File: config.mk
export PLATFORM = sky130hd
export DESIGN_NAME = rom_port_arbiter
export DESIGN_NICKNAME = d
export VERILOG_FILES = /design/src/rtl/rom_port_arbiter.sv
export SDC_FILE = /design/constraint.sdc
export NUM_CORES = 1
export LEC_CHECK = 0
export ABC_AREA = 1
export BUFFER_PORTS_ARGS = -buffer_cell sky130_fd_sc_hd__buf_2
export CAP_MARGIN = 30
export CELL_PAD_IN_SITES_DETAIL_PLACEMENT = 2
export CELL_PAD_IN_SITES_GLOBAL_PLACEMENT = 2
export CORE_UTILIZATION = 16
export DETAILED_ROUTE_END_ITERATION = 8
export GPL_ROUTABILITY_DRIVEN = 1
export PLACE_DENSITY = 0.93
export REMOVE_ABC_BUFFERS = 1
export SKIP_CTS_REPAIR_TIMING = 1
export SYNTH_ARGS = -nofsm -noshare
export SYNTH_HDL_FRONTEND = slang
export SYNTH_SLANG_ARGS = --single-unit
File: constraint.sdc
create_clock -name clk -period 4.2 [get_ports clk]
set_input_delay 1.26 -clock clk [delete_from_list [all_inputs] [get_ports clk]]
set_output_delay 1.26 -clock clk [all_outputs]
set_load 0.05 [all_outputs]
File: src/rtl/rom_port_arbiter.sv
// Round-robin arbiter sharing ROM read port B among NUM_REQ requesters, with bounded lock bursts and flush.
// Latency: grant is combinational in cycle T; rvalid/rdata arrive in cycle T+1 (one access per cycle sustained).
// Backpressure: none downstream; a requester holds req/addr until granted, and a flush blocks the grant so the request retries.
module rom_port_arbiter #(
    parameter int WIDTH     = 32,
    parameter int NUM_REQ   = 4,
    parameter int MAX_BURST = 4
) (
    input  logic                       clk,
    input  logic                       rst_n,
    input  logic [NUM_REQ-1:0]         req_i,
    input  logic [NUM_REQ-1:0]         lock_i,
    input  logic [NUM_REQ*WIDTH-1:0]   addr_i,
    input  logic                       flush_i,
    output logic [NUM_REQ-1:0]         gnt_o,
    output logic [NUM_REQ-1:0]         rvalid_o,
    output logic [WIDTH-1:0]           rdata_o,
    output logic                       rom_en_o,
    output logic                       rom_flush_o,
    output logic [WIDTH-1:0]           rom_addr_o,
    input  logic [WIDTH-1:0]           rom_rd_i
);
    localparam int         IW  = $clog2(NUM_REQ);
    localparam logic [3:0] CAP = 4'(MAX_BURST - 1);

    logic [IW-1:0]      last;
    logic [IW-1:0]      win;
    logic [IW-1:0]      sel;
    logic [IW-1:0]      rr_idx;
    logic [NUM_REQ-1:0] owner_q;
    logic [3:0]         burst_cnt;
    logic               locked;
    logic               lock_hit;
    logic               rr_found;
    logic               grant;

    // Scan last+1, last+2, ... modulo NUM_REQ; works for non power-of-two counts.
    always_comb begin
        int            cand;
        logic [IW-1:0] cand_idx;
        cand     = 0;
        cand_idx = '0;
        rr_found = 1'b0;
        rr_idx   = last;
        for (int i = 1; i <= NUM_REQ; i++) begin
            cand     = (int'(last) + i) % NUM_REQ;
            cand_idx = IW'(cand);
            if (!rr_found && req_i[cand_idx]) begin
                rr_found = 1'b1;
                rr_idx   = cand_idx;
            end
        end
    end

    always_comb begin
        lock_hit = locked && req_i[last] && (burst_cnt < CAP);
        grant    = rst_n && !flush_i && (lock_hit || rr_found);
        win      = lock_hit ? last : rr_idx;
        sel      = grant ? win : last;
        gnt_o    = '0;
        if (grant) begin
            gnt_o[win] = 1'b1;
        end
    end

    assign rom_en_o    = grant;
    assign rom_flush_o = flush_i && rst_n;
    assign rom_addr_o  = addr_i[int'(sel)*WIDTH +: WIDTH];

    always_ff @(posedge clk or negedge rst_n) begin
        if (!rst_n) begin
            last      <= IW'(NUM_REQ - 1);
            owner_q   <= '0;
            burst_cnt <= '0;
            locked    <= 1'b0;
        end else begin
            owner_q <= gnt_o;
            if (grant) begin
                last   <= win;
                locked <= lock_i[win];
                // A repeat win at the cap restarts the count so the lock can be honoured again later.
                if (lock_hit) begin
                    burst_cnt <= burst_cnt + 4'd1;
                end else if ((win != last) || (burst_cnt >= CAP)) begin
                    burst_cnt <= '0;
                end else begin
                    burst_cnt <= burst_cnt + 4'd1;
                end
            end else begin
                locked <= 1'b0;
            end
        end
    end

    assign rvalid_o = owner_q;
    assign rdata_o  = (|owner_q) ? rom_rd_i : '0;

endmodule

==> impl_results.md, run 1 <==
* Mapped Area at approximately 0.0028 mm2
* Register area share after synthesis at 0.0998
* Layout cells sized above 1 at 0.538
* Total Wirelength at 18.4 mm
* Clock Skews at between 4 and 5 ps
* Most Frequent Cell on Critical Path: nand2_2
* PortBufs at roughly 240
* CTS Buf Count at 3
* Hold Crit Class: register to register
* M1 GR Usage at 0.167
* Synthesis Warnings at 0
* Worst path cell trace: buf_8 -> nand2_2 -> nand2_2 -> nand2_2 -> nand2_4 -> nor2_4 -> nand3_2 -> nand2_4 -> inv_6 -> nand2_8 -> nand2_8 -> buf_12 -> buf_4 -> nand2_1 -> nand3_2 -> nand2_2 -> buf_6
* Num rows at 47
* Syn avg cell area at between 4 and 5 um2
* Avg WL per Cell at approximately 17 um
* Pre-Repair DR Iteration Count at 4
* Clk Latency, worst-skew pair at roughly 240 ps
* Crit path launch: req_i[1]
* # H-tree levels at 1
* Failing checks: negative setup slack
* Worst setup margin at -117 ps
* Yosys cell types at 25
* Slowest CP cell: nor2_4
* Max stage delay on crit path at roughly 180 ps
* Worst Reg2Reg Path Length in Cells at 14
* Critical path endpoint: rom_addr_o[5]
* Fin cells at 1,075
* Critical path data arrival time at 3060 ps
* Initial core utilization at 0.166
* Worst reg2reg path endpoint: rvalid_o[2]
* CP Max Fanout at 8
* GP Congestion at around 0.83
* Congestion Overflow GR at 0
* Cells after Synth at 581
* Initial antenna violation count at 0
* GRT met2 Usage at 0.321
* Clock Tree Root: clkbuf_16
* Die height at approximately 130 um
* Worst EP required at ~3000 ps
* RSZ-0062 raised after global routing: yes
* Dpl hpwl at between 10 and 15 mm
* Finish-stage setup viols at 32
* #FFs+latches synth at 11
* CP endpoint kind: primary output
* Startpoint Class: primary input
* Post-route ant nets at 0
* Io pins at roughly 250
* Largest net degree at the start of global routing at between 40 and 50
* Critical path class: primary input to primary output
* Vias per cell at about 4.4
* Clock net sink count at 11
* Final Hold Vio Count at 0
* First-pass GRT wire length at roughly 23 mm
* Final period utilization at 1.03
* GR Util met3 at 0.0427
* Number of nets in the layout at 1,028
* Vias in the first global route at ~4,900
* Status: complete, but fails checks
* Post-layout util at 0.348
* R2r startpoint: last[0]
* Rel. slew slack at 0.761
* Diodes inserted at 0
* Post-route DRC at 0
* Die ar. at 0.0179 mm2
* Max Root-Sink Buffers at 2
* Worst-Margin Slew at between 300 and 400 ps
* Hold Slack at 525 ps
* Synth-to-Final Area Change at 110%
* R2R Setup Slk at between 1500 and 2000 ps
* Die Wd at between 100 and 150 um
* Most Crowded Layer GR: met2
* Max-cap violation count at 0
* Achievable Freq at ~230 MHz
* Number of placed cells counting well taps at between 1,000 and 1,500
* CTS tree: yes
* Overall routing resource usage at 0.161
* Clock period minus worst slack at approximately 4300 ps
* Worst slack, placed at -329 ps
* Drt initial violations at slightly above 70
* Via Count at between 4,000 and 5,000
* Clk slew on worst S/H paths at roughly 40 ps
* Core Box Area at 0.0168 mm2
* Max-slew violation count at 0
[layer usage]
| layer | up-vias | routed length, um | part of all wire |
|---|---|---|---|
| met4 | 0 | 301 | 0.016 |
| met2 | 203 | 9930 | 0.54 |
| met5 | - | 0 | 0 |
| li1 | 2244 | - | - |
| met3 | 25 | 1360 | 0.074 |
| met1 | 2227 | 6790 | 0.37 |
[through the flow]
step | setup TNS (ps) | cell area (um2)
CTS | -9360 | 4560
finish | -2130 | 5840
floorplan | -73380 | 2580
global placement | -4590 | 4480
global route | -5590 | 5840
detailed placement | -8660 | 4480
[how the worst min path moves through the flow]
stage                     cells after the start            to    startpoint
after global placement                        2  burst_cnt[1]  burst_cnt[1]
after floorplan                               2  burst_cnt[1]  burst_cnt[1]
after detailed placement                      2  burst_cnt[2]  burst_cnt[2]
after global routing                          2  burst_cnt[1]  burst_cnt[1]
final                                         2  burst_cnt[3]  burst_cnt[3]
after CTS                                     2  burst_cnt[3]  burst_cnt[3]
[critical path: cells and delay by family]
| family | cells | cell delay [ps] |
|---|---|---|
| and+or+nand+nor | 12 | 1170 |
| buffers and inverters | 5 | 610 |
[registers in the layout, indices dropped and copies added (netlist names)]
name       cells
locked         1
rvalid_o       4
last           2
burst_cnt      4
[cells by family after synthesis]
logic type,synth area share
buffers and inverters,0.318
AO/OA/AOI/OAI,0.00944
adder cells (fa/ha/maj),0.00449
flip-flops,0.0998
AND/OR/NAND/NOR,0.568
[layout make-up]
type,count,area (um2)
fillers,2032,10900
repair buffers,302,2280
multi-input cells,358,2240
inverters,180,688
flip-flops and latches,11,278
well taps,220,275
clock buffers,4,78.8
[cells in the mapped netlist, drive strengths merged]
master / n / area (um2)
inv: 180 / 678
nand4: 2 / 12.5
o21ai: 1 / 5.00
nand3b: 2 / 15.0
dfrtp: 9 / 225
nand2: 162 / 653
nor2: 43 / 169
a22oi: 1 / 7.51
nand3: 142 / 721
a21oi: 2 / 13.8
dfstp: 2 / 52.6
buf: 26 / 185
nor3: 1 / 5.00
ha: 1 / 12.5
nor4: 1 / 6.26
clkbuf: 6 / 22.5
[placed cells by master, fill, tap and decap left out, types with 2 or more instances in the layout]
cell and instances:
dfstp_2 2, nand2_1 80, nand2_4 17, nor2_4 2
buf_12 13, nand2_8 3, nand2_2 62, buf_8 20
buf_4 35, nor2_2 2, clkbuf_4 2, inv_4 3
nor2_1 39, clkbuf_16 11, buf_2 205, inv_2 4
nand3_4 4, nand4_1 2, inv_1 172, nand3b_1 2
nand3_1 85, nand3_2 53, buf_6 19, dfrtp_1 9
Power of run 1 is not shown: default switching activity piles up to over one toggle a cycle in this logic, so the estimate is an artifact.
==> inputs of run 2 (changes only) <==
--- a/config.mk
+++ b/config.mk
@@ -6,14 +6,15 @@
 export NUM_CORES = 1
 export LEC_CHECK = 0
 export ABC_AREA = 1
-export BUFFER_PORTS_ARGS = -buffer_cell sky130_fd_sc_hd__buf_2
 export CAP_MARGIN = 30
 export CELL_PAD_IN_SITES_DETAIL_PLACEMENT = 2
 export CELL_PAD_IN_SITES_GLOBAL_PLACEMENT = 2
-export CORE_UTILIZATION = 16
+export CORE_ASPECT_RATIO = 0.6
+export CORE_UTILIZATION = 26
 export DETAILED_ROUTE_END_ITERATION = 8
+export DONT_BUFFER_PORTS = 1
 export GPL_ROUTABILITY_DRIVEN = 1
-export PLACE_DENSITY = 0.93
+export PLACE_DENSITY = 0.9
 export REMOVE_ABC_BUFFERS = 1
 export SKIP_CTS_REPAIR_TIMING = 1
 export SYNTH_ARGS = -nofsm -noshare
==> impl_results.md, run 2 (synthesis results as in run 1) <==
* Final period utilization at 1.03
* Avg WL per Cell at approximately 26 um
* Core Box Area at between 0.01 and 0.015 mm2
* Worst setup margin at -110 ps
* Max-slew violation count at 0
* CTS tree: yes
* Critical path class: primary input to primary output
* Hold Crit Class: register to register
* Clock net sink count at 11
* Failing checks: negative setup slack
* Critical path data arrival time at approximately 3100 ps
* Initial antenna violation count at 1
* Clock Skews at 6.01 ps
* Startpoint Class: primary input
* Finish-stage setup viols at 32
* Post-route cell area at approximately 0.005 mm2
* Most frequent cells in the layout: 172 x inv_1, 105 x nand3_1, 72 x nand2_1
* Achievable Freq at between 200 and 250 MHz
* Leading cell type in the layout, fill and taps excluded: inv_1
* Vias in the first global route at approximately 4,000
* Slowest CP cell: nor2_4
* Post-layout util at 0.496
* Dpl hpwl at 11.9 mm
* Via Count at approximately 4,300
* Worst EP required at ~2900 ps
* R2R Setup Slk at roughly 1600 ps
* Die Wd at between 100 and 150 um
* GP Congestion at roughly 0.9
* Crit path max-delay family: simple AND/OR/NAND/NOR gates
* Status: complete, but fails checks
* Pre-Repair DR Iteration Count at 4
* Clock period minus worst slack at 4310 ps
* Most Frequent Cell on Critical Path: nand2_8
* CTS Buf Count at 3
* Clock Tree Root: clkbuf_16
* Number of nets in the layout at 834
* Vias per cell at 5.37
* # H-tree levels at 1
* CP endpoint kind: primary output
* Final setup TNS at -1490 ps
* Clk slew on worst S/H paths at ~50 ps
* Max Root-Sink Buffers at 2
* Worst path cell trace: inv_2 -> nand2_2 -> nand3_2 -> nand2_4 -> nor2_4 -> nand3_4 -> nand2_8 -> inv_4 -> nand2_8 -> nand2_8 -> buf_8 -> nand2_1 -> nand3_1 -> nand2_2 -> buf_12
* Worst-Margin Slew at around 540 ps
* Largest net degree at the start of global routing at 65
* Io pins at between 200 and 250
* Initial core utilization at 0.275
* Hold Slack at just over 500 ps
* Post-route ant nets at 0
* Die ar. at approximately 0.011 mm2
* Layout cells sized above 1 at 0.381
* Die height at between 80 and 90 um
* Max stage delay on crit path at 160 ps
* Rel. slew slack at 0.641
* Area of the multi-input gates at approximately 0.0022 mm2
* RSZ-0062 raised after global routing: yes
* Congestion Overflow GR at 0
* Final Hold Vio Count at 0
* PortBufs at 0
* DP Area at approximately 0.0038 mm2
* Overall routing resource usage at 0.242
* CP Buf/Inv Count at 4
* Clk Latency, worst-skew pair at roughly 250 ps
* Post-route DRC at 0
* Fill cells at around 1,200
* Max-cap violation count at 0
* Num rows at 28
* First-pass GRT wire length at 21.0 mm
* FF+latch area at roughly 280 um2
* Synth-to-Final Area Change at 80.4%
* Drt initial violations at approximately 140
* Total Wirelength at around 21 mm
* CP Max Fanout at 8
[run 2: cell types whose count changed in the layout (fill, tap and decap cells not counted), sizes merged]
cell,change
buf,-197
clkbuf,+2
nand2,+1
diode,+1
[run 2: metal layers]
layer,track usage,vias to the layer above,share of wire
met5,0,-,0
met4,0.0596,0,0.044
met3,0.0495,71,0.069
met2,0.494,244,0.52
met1,0.256,2097,0.37
li1,-,1870,-
[run 2: worst paths after layout]
path,cells after the start,end,startpoint
worst max-delay path,15,rom_addr_o[24],req_i[3]
worst min-delay path,2,burst_cnt[2],burst_cnt[2]
worst max register to register,15,locked,last[1]
worst min register to register,2,burst_cnt[2],burst_cnt[2]
max in group asynchronous,0,last[1],rst_n
min in group asynchronous,0,burst_cnt[1],rst_n
[run 2: worst min-delay path, delay by kind of cell, from the launching register on]
kind,cells,cell delay [ps]
buf+inv,1,60
simple gates,1,40
flops,1,380
[run 2: metrics by stage]
| stage | worst slack, ps | cells |
|---|---|---|
| 2_1_floorplan | -1370 | 549 |
| 3_3_place_gp | 14.8 | 763 |
| 3_5_place_dp | -164 | 763 |
| 4_1_cts | -163 | 767 |
| 5_1_grt | -191 | 797 |
| 6_report | -110 | 797 |
[run 2: final cells by class]
cell class | count | area share
Multi-Input combinational cell | 359 | 0.448
Sequential cell | 11 | 0.0561
Tap cell | 135 | 0.0336
Clock buffer | 4 | 0.0157
Antenna cell | 1 | 0.000498
Inverter | 180 | 0.137
Timing Repair Buffer | 107 | 0.309
Power of run 2 is left out for the same reason.
